===== config.mk =====
export PLATFORM = sky130hd
export DESIGN_NAME = fir_decim_avg
export DESIGN_NICKNAME = d
export VERILOG_FILES = /design/src/rtl/fir_decim_avg.sv
export SDC_FILE = /design/constraint.sdc
export NUM_CORES = 1
export LEC_CHECK = 0
export ABC_AREA = 0
export ABC_CLOCK_PERIOD_IN_PS = 3300
export BUFFER_PORTS_ARGS = -buffer_cell sky130_fd_sc_hd__buf_4
export CAP_MARGIN = 20
export CORE_ASPECT_RATIO = 2
export CORE_MARGIN = 3
export CORE_UTILIZATION = 60
export DETAILED_ROUTE_END_ITERATION = 12
export PLACE_DENSITY = 0.8
export SETUP_SLACK_MARGIN = 0.1
export SYNTH_ARGS = -nofsm -noshare
export SYNTH_HDL_FRONTEND = slang
export SYNTH_SLANG_ARGS = --single-unit

===== constraint.sdc =====
create_clock -name clk -period 3.3 [get_ports clk]
set_input_delay 0.33 -clock clk [delete_from_list [all_inputs] [get_ports clk]]
set_output_delay 0.33 -clock clk [all_outputs]
set_load 0.02 [all_outputs]

===== src/rtl/fir_decim_avg.sv =====
// fir_decim_avg
//   Downstream stage of the 5-tap FIR datapath. Averages each non-overlapping
//   block of 2^LOG2_DECIM accepted samples (accumulate-and-dump) and buffers
//   the decimated values in a small circular FIFO drained via valid/ready.
//
// Parameters
//   LOG2_DECIM  log2 of decimation factor (0..4); 0 = pass-through
//   FIFO_DEPTH  output FIFO entries (power of two, >= 2)
//
// Ports
//   clk         rising-edge clock
//   reset       synchronous active-high reset
//   in_valid    in_data carries a sample this cycle (always consumed)
//   in_data     signed 8-bit sample
//   out_valid   FIFO non-empty, out_data valid
//   out_ready   consumer accepts out_data this cycle
//   out_data    signed decimated average at the FIFO head (registered)
//   fifo_count  current FIFO occupancy
//   overflow    sticky flag: a decimated value was dropped on a full FIFO
module fir_decim_avg #(
  parameter int LOG2_DECIM = 2,
  parameter int FIFO_DEPTH = 4
) (
  input  logic                          clk,
  input  logic                          reset,
  input  logic                          in_valid,
  input  logic [7:0]                    in_data,
  output logic                          out_valid,
  input  logic                          out_ready,
  output logic [7:0]                    out_data,
  output logic [$clog2(FIFO_DEPTH):0]   fifo_count,
  output logic                          overflow
);

  localparam int AW   = 8 + LOG2_DECIM;
  // A zero-width phase counter is not legal, so pass-through keeps a single
  // bit that never leaves 0 (first and last phase coincide).
  localparam int PW   = (LOG2_DECIM > 0) ? LOG2_DECIM : 1;
  localparam int PTRW = $clog2(FIFO_DEPTH);
  localparam int CW   = PTRW + 1;
  localparam logic [PW-1:0] LAST_PHASE = PW'((1 << LOG2_DECIM) - 1);
  localparam logic [CW-1:0] FULL_COUNT = CW'(FIFO_DEPTH);

  logic [PW-1:0]        phase_q, phase_d;
  logic signed [AW-1:0] acc_q, acc_d;
  logic [7:0]           mem_q [FIFO_DEPTH];
  logic [7:0]           mem_d [FIFO_DEPTH];
  logic [PTRW-1:0]      rd_ptr_q, rd_ptr_d;
  logic [PTRW-1:0]      wr_ptr_q, wr_ptr_d;
  logic [CW-1:0]        count_q, count_d;
  logic [7:0]           out_data_q, out_data_d;
  logic                 overflow_q, overflow_d;

  logic signed [7:0]    sample_s;
  logic signed [AW-1:0] sample_ext;
  logic signed [AW-1:0] sum;
  logic signed [AW-1:0] shifted;
  logic [7:0]           avg;
  logic                 dump;
  logic                 pop;
  logic                 full;
  logic                 push_ok;

  // Accumulate-and-dump datapath. The block sum is formed combinationally so
  // the average can be pushed on the same edge that accepts the last sample.
  always_comb begin
    sample_s   = in_data;
    sample_ext = sample_s;
    sum        = (phase_q == '0) ? sample_ext : acc_q + sample_ext;
    shifted    = sum >>> LOG2_DECIM;
    avg        = shifted[7:0];
    dump       = in_valid && (phase_q == LAST_PHASE);

    phase_d = phase_q;
    acc_d   = acc_q;
    if (in_valid) begin
      acc_d   = sum;
      phase_d = (phase_q == LAST_PHASE) ? '0 : phase_q + PW'(1);
    end
  end

  // FIFO control. A pop frees a slot in the same cycle, so a full FIFO still
  // accepts a dump when the consumer is draining.
  always_comb begin
    full    = (count_q == FULL_COUNT);
    pop     = (count_q != '0) && out_ready;
    push_ok = dump && (!full || pop);

    mem_d = mem_q;
    if (push_ok) begin
      mem_d[wr_ptr_q] = avg;
    end

    rd_ptr_d = pop     ? rd_ptr_q + PTRW'(1) : rd_ptr_q;
    wr_ptr_d = push_ok ? wr_ptr_q + PTRW'(1) : wr_ptr_q;

    count_d = count_q;
    if (push_ok && !pop) begin
      count_d = count_q + CW'(1);
    end else if (pop && !push_ok) begin
      count_d = count_q - CW'(1);
    end

    overflow_d = overflow_q || (dump && full && !pop);

    // Registered head: when the slot being written becomes the new head
    // (empty FIFO, or last entry popped), forward the fresh average.
    out_data_d = 8'd0;
    if (count_d != '0) begin
      if (push_ok && (wr_ptr_q == rd_ptr_d)) begin
        out_data_d = avg;
      end else begin
        out_data_d = mem_q[rd_ptr_d];
      end
    end
  end

  always_ff @(posedge clk) begin
    if (reset) begin
      phase_q    <= '0;
      acc_q      <= '0;
      rd_ptr_q   <= '0;
      wr_ptr_q   <= '0;
      count_q    <= '0;
      out_data_q <= 8'd0;
      overflow_q <= 1'b0;
      for (int i = 0; i < FIFO_DEPTH; i++) begin
        mem_q[i] <= 8'd0;
      end
    end else begin
      phase_q    <= phase_d;
      acc_q      <= acc_d;
      rd_ptr_q   <= rd_ptr_d;
      wr_ptr_q   <= wr_ptr_d;
      count_q    <= count_d;
      out_data_q <= out_data_d;
      overflow_q <= overflow_d;
      for (int i = 0; i < FIFO_DEPTH; i++) begin
        mem_q[i] <= mem_d[i];
      end
    end
  end

  assign out_valid  = (count_q != '0);
  assign out_data   = out_data_q;
  assign fifo_count = count_q;
  assign overflow   = overflow_q;

endmodule


## After elaboration in Yosys (flattened, before gate mapping)

Index checks and enable logic that the tools add are counted.

| storage, ports and cells | value |
|---|---|
| register bits after elaboration | 60 |
| latch bits | 0 |
| RAM bits | 0 |
| ROM bits | 0 |
| input port bits | 12 |
| output and inout port bits | 13 |
| logic and storage cells | 56 |
| memories | 0 |

| cells by class | value |
|---|---|
| add/sub/neg operators | 6 |
| multipliers | 0 |
| div/mod/pow operators | 0 |
| magnitude comparators | 3 |
| equal/unequal tests | 3 |
| shift operators | 0 |
| mux-type cells | 12 |
| bitwise operators | 3 |
| reduce and logical (&&, ||, !) cells | 18 |

Operators by type and width:

| kind | number |
|---|---|
| bitwise mux 32 bit | 1 |
| 2-to-1 mux 8 bit | 4 |
| binary-select mux 8 bit (select 2 bit) | 1 |
| demux 8 bit (select 2 bit) | 1 |
| adder 10 x 8 -> 10 bit | 1 |
| 2-to-1 mux 10 bit | 1 |
| logical AND 1 bit | 9 |
| adder 2 x 1 -> 2 bit (second input constant) | 3 |
| >= comparator 3 bit (second input constant) | 2 |
| 2-to-1 mux 3 bit | 2 |
| inverter 2 -> 3 bit | 2 |
| nonzero test 3 bit | 2 |
| 2-to-1 mux 2 bit | 2 |
| adder 3 x 1 -> 3 bit (second input constant) | 1 |
| equality test 3 bit (second input constant) | 1 |
| zero test 1 bit | 3 |
| < comparator 3 x 1 -> 1 bit (second input constant) | 1 |
| subtractor 3 x 1 -> 3 bit (second input constant) | 1 |
| equality test 2 bit | 1 |
| equality test 2 bit (second input constant) | 1 |
| zero test 2 bit | 1 |
| logical OR 1 bit | 2 |
| OR reduction 2 bit | 1 |
| inverter 1 bit | 1 |

## Longest topological paths before layout

| logic depth | value |
|---|---|
| depth after elaboration | 11 |
| depth in mapped cells | 10 |
| depth with buffers taken out | 9 |

## Least setup slack after synthesis

Ideal clock, no wire load.

| path | value |
|---|---|
| path kind | reg2reg |
| from | register count_q[0] (netlist: fifo_count[0]) |
| to | register out_data_q[4] (netlist: out_data[4]) |
| setup time | 137 ps |
| arrival time | 2350 ps |
| required time | 3163 ps |
| slack | 813 ps |
| stages on the path, launching flop included | 10 |
| path buffers | 0 |
| period minus slack after synthesis | 2487 ps |
| cells stage by stage | dfxtp_1 -> inv_1 -> ha_1 -> nor2b_2 -> inv_1 -> nand3_1 -> xor2_4 -> mux4_2 -> nand2_1 -> a21oi_1 |

| on the way | value |
|---|---|
| longest elaborated chain between the ends | 11 |
| elaborated cells on any way between the ends | 25 |
| those cells by class | add/sub: 2; eq/ne: 2; mux: 7; bitwise: 2; reduce/logical: 12 |

Ends and longest elaborated chain:

| element | RTL line | source |
|---|---|---|
| from (decl) | 50 | `logic [CW-1:0] count_q, count_d;` |
| from (signal assigned) | 135 | `count_q <= count_d;` |
| nonzero test 3 bit (*) | - |  |
| via out_valid | 28 | `output logic out_valid,` |
| logical AND 1 bit (*) | 86 | `pop = (count_q != '0) && out_ready;` |
| logical OR 1 bit | 87 | `push_ok = dump && (!full \|\| pop);` |
| logical AND 1 bit | 87 |  |
| zero test 1 bit | 100 | `end else if (pop && !push_ok) begin` |
| logical AND 1 bit | 100 |  |
| 2-to-1 mux 3 bit | 100 |  |
| 2-to-1 mux 3 bit | 98 | `if (push_ok && !pop) begin` |
| nonzero test 3 bit | 109 | `if (count_d != '0) begin` |
| inverter 1 bit (no source line) | - |  |
| OR reduction 2 bit (no source line) | - |  |
| to (signal assigned) | 136 | `out_data_q <= out_data_d;` |
| to (decl) | 51 | `logic [7:0] out_data_q, out_data_d;` |

The timed path passes the listed nets; every way through them passes the cells marked *. The select of a mux whose other input is x is not followed.
A chain may end at the register's enable or synchronous reset.

## Worst setup path after layout

| path | value |
|---|---|
| from | register acc_q[0] |
| to | register out_data_q[4] (netlist: out_data[4]) |

| on the way | value |
|---|---|
| longest elaborated chain between the ends | 3 |

Ends and longest elaborated chain:

| element | RTL line | source |
|---|---|---|
| from (decl) | 45 | `logic signed [AW-1:0] acc_q, acc_d;` |
| from (signal assigned) | 121 | `acc_q <= '0;` |
| from (signal assigned) | 132 | `acc_q <= acc_d;` |
| adder 10 x 8 -> 10 bit | 69 | `sum = (phase_q == '0) ? sample_ext : acc_q + sample_ext;` |
| 2-to-1 mux 10 bit | 69 |  |
| 2-to-1 mux 8 bit | 110 | `if (push_ok && (wr_ptr_q == rd_ptr_d)) begin` |

No other way between the ends.

==> impl_metrics.json <==
{
  "antenna_found_initial": 0,
  "wl_mm": 6.767,
  "ctsHoldBuffers": 0,
  "syn-cell-area_mm2": 0.003188,
  "clkTransAtPathRegs_ns": 0.06,
  "place_hpwl_mm": 4.970,
  "yosys_warnings": 0,
  "viasPerCell": 5.991,
  "avgSynthCellArea_um2": 9.161,
  "initial_core_util_pct": 62.04,
  "synth_seq_area_share_pct": 37.68,
  "min_to": "acc_q[0]",
  "worstHoldPathType": "in2reg",
  "maxSlewViolCount": 0,
  "synth.area.top_cells": "dfxtp_1 (38%), a211oi_1 (8.5%), ha_1 (7.1%), nor2_1 (7.1%), mux4_2 (5.7%)",
  "synth_top_area_share_pct": 37.68,
  "syn_nets": 379,
  "post_cts_buffers": 0,
  "hold_viol_final": 0,
  "peakVddDrop_mv": 0.5273,
  "critPathKind": "reg2reg",
  "fin_nets": 398,
  "finalSetupTns_ns": 0,
  "cts_sinks": 60,
  "clock_path_buffers": 2,
  "grt-ovfl-total": 0,
  "min_from": "in_data[0]",
  "ys_async_sr_fraction_pct": 0,
  "p_leak_nw": 1.401,
  "synth_cell_types": 52,
  "cts_root_buf": "clkbuf_8",
  "antenna_left": 0,
  "syn-instance-count": 348,
  "instances_no_fill": 430,
  "synth_edf_count": 0,
  "worst_setup_path_start_kind": "register",
  "grt_setup_unrepaired": "false",
  "cts.htree.levels": 3,
  "cp-end-kind": "register",
  "gp_congestion": 0.9028,
  "finalCriticalPeriod_ns": 2.659,
  "clk-insertion-delay-late_ns": 0.33,
  "regToRegSetupSlack_ns": 0.64,
  "fp.dieW_um": 57.55,
  "syn2layout_area_growth_pct": 12.87,
  "drive_gt1_share_pct": 17.47,
  "dr_total_vias": 2576,
  "crit_required_ns": 3.49,
  "grt_pass1_vias": 2503,
  "cp_max_fo": 6,
  "synth-seq-cells": 60,
  "dr.pass1.iters": 4,
  "grt_start_max_net_pins": 54,
  "track_usage_pct": 23.64,
  "power_density_mw_per_mm2": 611.8,
  "finClkSkew_ns": 0.006024,
  "finalSetupViolations": 0,
  "fin_crit_sh_pct": 80.59,
  "tritoncts": "yes",
  "worst_slew_pin_slew_ns": 0.6877,
  "r2r-end": "out_data[4]",
  "worstHoldPathCells": 3,
  "synth_area_leader_cell": "dfxtp_1",
  "clock.fmax_mhz": 376.0,
  "wl_per_cell_um": 15.74,
  "cts_resized": 0,
  "dieHeight_um": 109.1,
  "core_area_mm2": 0.005139,
  "relSlewSlack_pct": 53.76,
  "antenna_cells": 0,
  "max_cap_violations": 0,
  "dp_cells": 414,
  "portBuffers": 24,
  "r2r_cells": 8,
  "drc": 0,
  "numCtsBuffers": 9,
  "num_rows": 37,
  "io_pins": 25,
  "total_power_mw": 2.202,
  "cp_data_arrival_time_ns": 2.85,
  "die_area_mm2": 0.006277,
  "dr.first_iter.drc_count": 114,
  "synthFlopType": "dfxtp_1",
  "rr_startpoint": "acc_q[0]",
  "status": "finished, final reports clean",
  "grt_first_pass_wirelength_mm": 11.36
}
[how the worst max path moves through the flow]
stage | from | slack (ns) | end
floorplan | fifo_count[0] | 0.81 | out_data[4]
global placement | in_data[0] | 0.61 | out_data[4]
detailed placement | in_data[0] | 0.54 | out_data[4]
CTS | acc_q[0] | 0.69 | out_data[4]
global route | acc_q[0] | 0.41 | out_data[4]
finish | acc_q[0] | 0.64 | out_data[4]
[sequential cells by signal, summed over array words and instances, names as in the netlist]
signal / flops
rd_ptr_q: 2
acc_q: 10
phase_q: 2
overflow: 1
out_data: 8
mem_q: 32
fifo_count: 3
wr_ptr_q: 2
[report_power, final]
| part | switching (mW) | internal (mW) | total (mW) |
|---|---|---|---|
| logic | 0.413 | 0.279 | 0.692 |
| registers | 0.0431 | 0.766 | 0.809 |
| clock network | 0.271 | 0.430 | 0.701 |
| total | 0.727 | 1.47 | 2.20 |
[cell usage in the layout, fill, tap and decap left out, types with 2 or more instances in the layout]
cell type | Yosys | routed
nor2_1 | 60 | 60
dfxtp_1 | 60 | 60
a211oi_1 | 36 | 36
buf_4 | 0 | 28
ha_1 | 18 | 18
mux2i_1 | 17 | 17
inv_1 | 15 | 15
nand2_1 | 15 | 15
clkbuf_8 | 0 | 13
nor3_1 | 12 | 12
o21ai_0 | 10 | 10
a21oi_1 | 8 | 8
mux4_2 | 8 | 8
nand2b_1 | 6 | 6
and3_1 | 5 | 5
and2_1 | 5 | 5
nand3_1 | 5 | 5
a211oi_2 | 3 | 3
a2111oi_0 | 3 | 3
a21o_1 | 3 | 3
xnor2_1 | 3 | 3
o21a_1 | 3 | 3
o31ai_1 | 2 | 2
nor3b_1 | 2 | 2
o311ai_0 | 2 | 2
nor2b_1 | 2 | 2
nand4_1 | 2 | 2
[synthesized netlist by cell type (2+ instances only)]
cell and count:
a2111oi_0 3, a211oi_1 36, a211oi_2 3, a21o_1 3, a21oi_1 8, and2_1 5
and3_1 5, buf_2 9, clkbuf_1 9, dfxtp_1 60, ha_1 18, inv_1 15
mux2i_1 17, mux4_2 8, nand2_1 15, nand2b_1 6, nand3_1 5, nand4_1 2
nor2_1 60, nor2b_1 2, nor3_1 12, nor3b_1 2, o21a_1 3, o21ai_0 10
o311ai_0 2, o31ai_1 2, xnor2_1 3
[stage by stage]
step	worst slack [ns]	utilization (%)	cell area [um2]	hold WS, ns
finish	0.6405	70.03	3598	0.3903
global route	0.4139	70.03	3598	0.3986
CTS	0.6894	70.03	3598	0.3861
detailed placement	0.5370	65.72	3377	0.4803
global placement	0.6107	65.72	3377	0.4594
floorplan	0.8135	-	3188	0.4546
[cells by family after synthesis]
logic type	count (synthesis)	synth area share, %
buf+inv	35	4.709
flops	60	37.68
mux	26	11.34
fa+ha+maj	19	7.692
simple gates	121	17.54
compound gates	82	19.07
xor+xnor	5	1.963
[area by class of cell]
cell class / count / area [um2]
multi-input combinational: 253 / 1837
fill: 410 / 1540
sequential: 60 / 1201
timing repair buffer: 28 / 210.2
clock buffer: 13 / 178.9
tap: 58 / 72.57
inverter: 15 / 56.30
clock inverter: 3 / 42.54
[critical path, stage by stage, from the launching register on]
cell and delay (ns):
dfxtp_1 0.31, ha_1 0.22, fa_1 0.43, a211oi_1 0.42, o21ai_0 0.21, nand3_1 0.12
nor3b_1 0.56, nand2b_1 0.19, a21oi_1 0.06
[routing by layer]
layer	GRT usage, %	part of all wire (%)	vias up
met3	4.858	2.9	20
met4	14.26	3.6	0
met2	41.67	53	52
met5	0	0	-
li1	-	-	1301
met1	25.04	40	1203
Power figures use the tool's default switching activity.
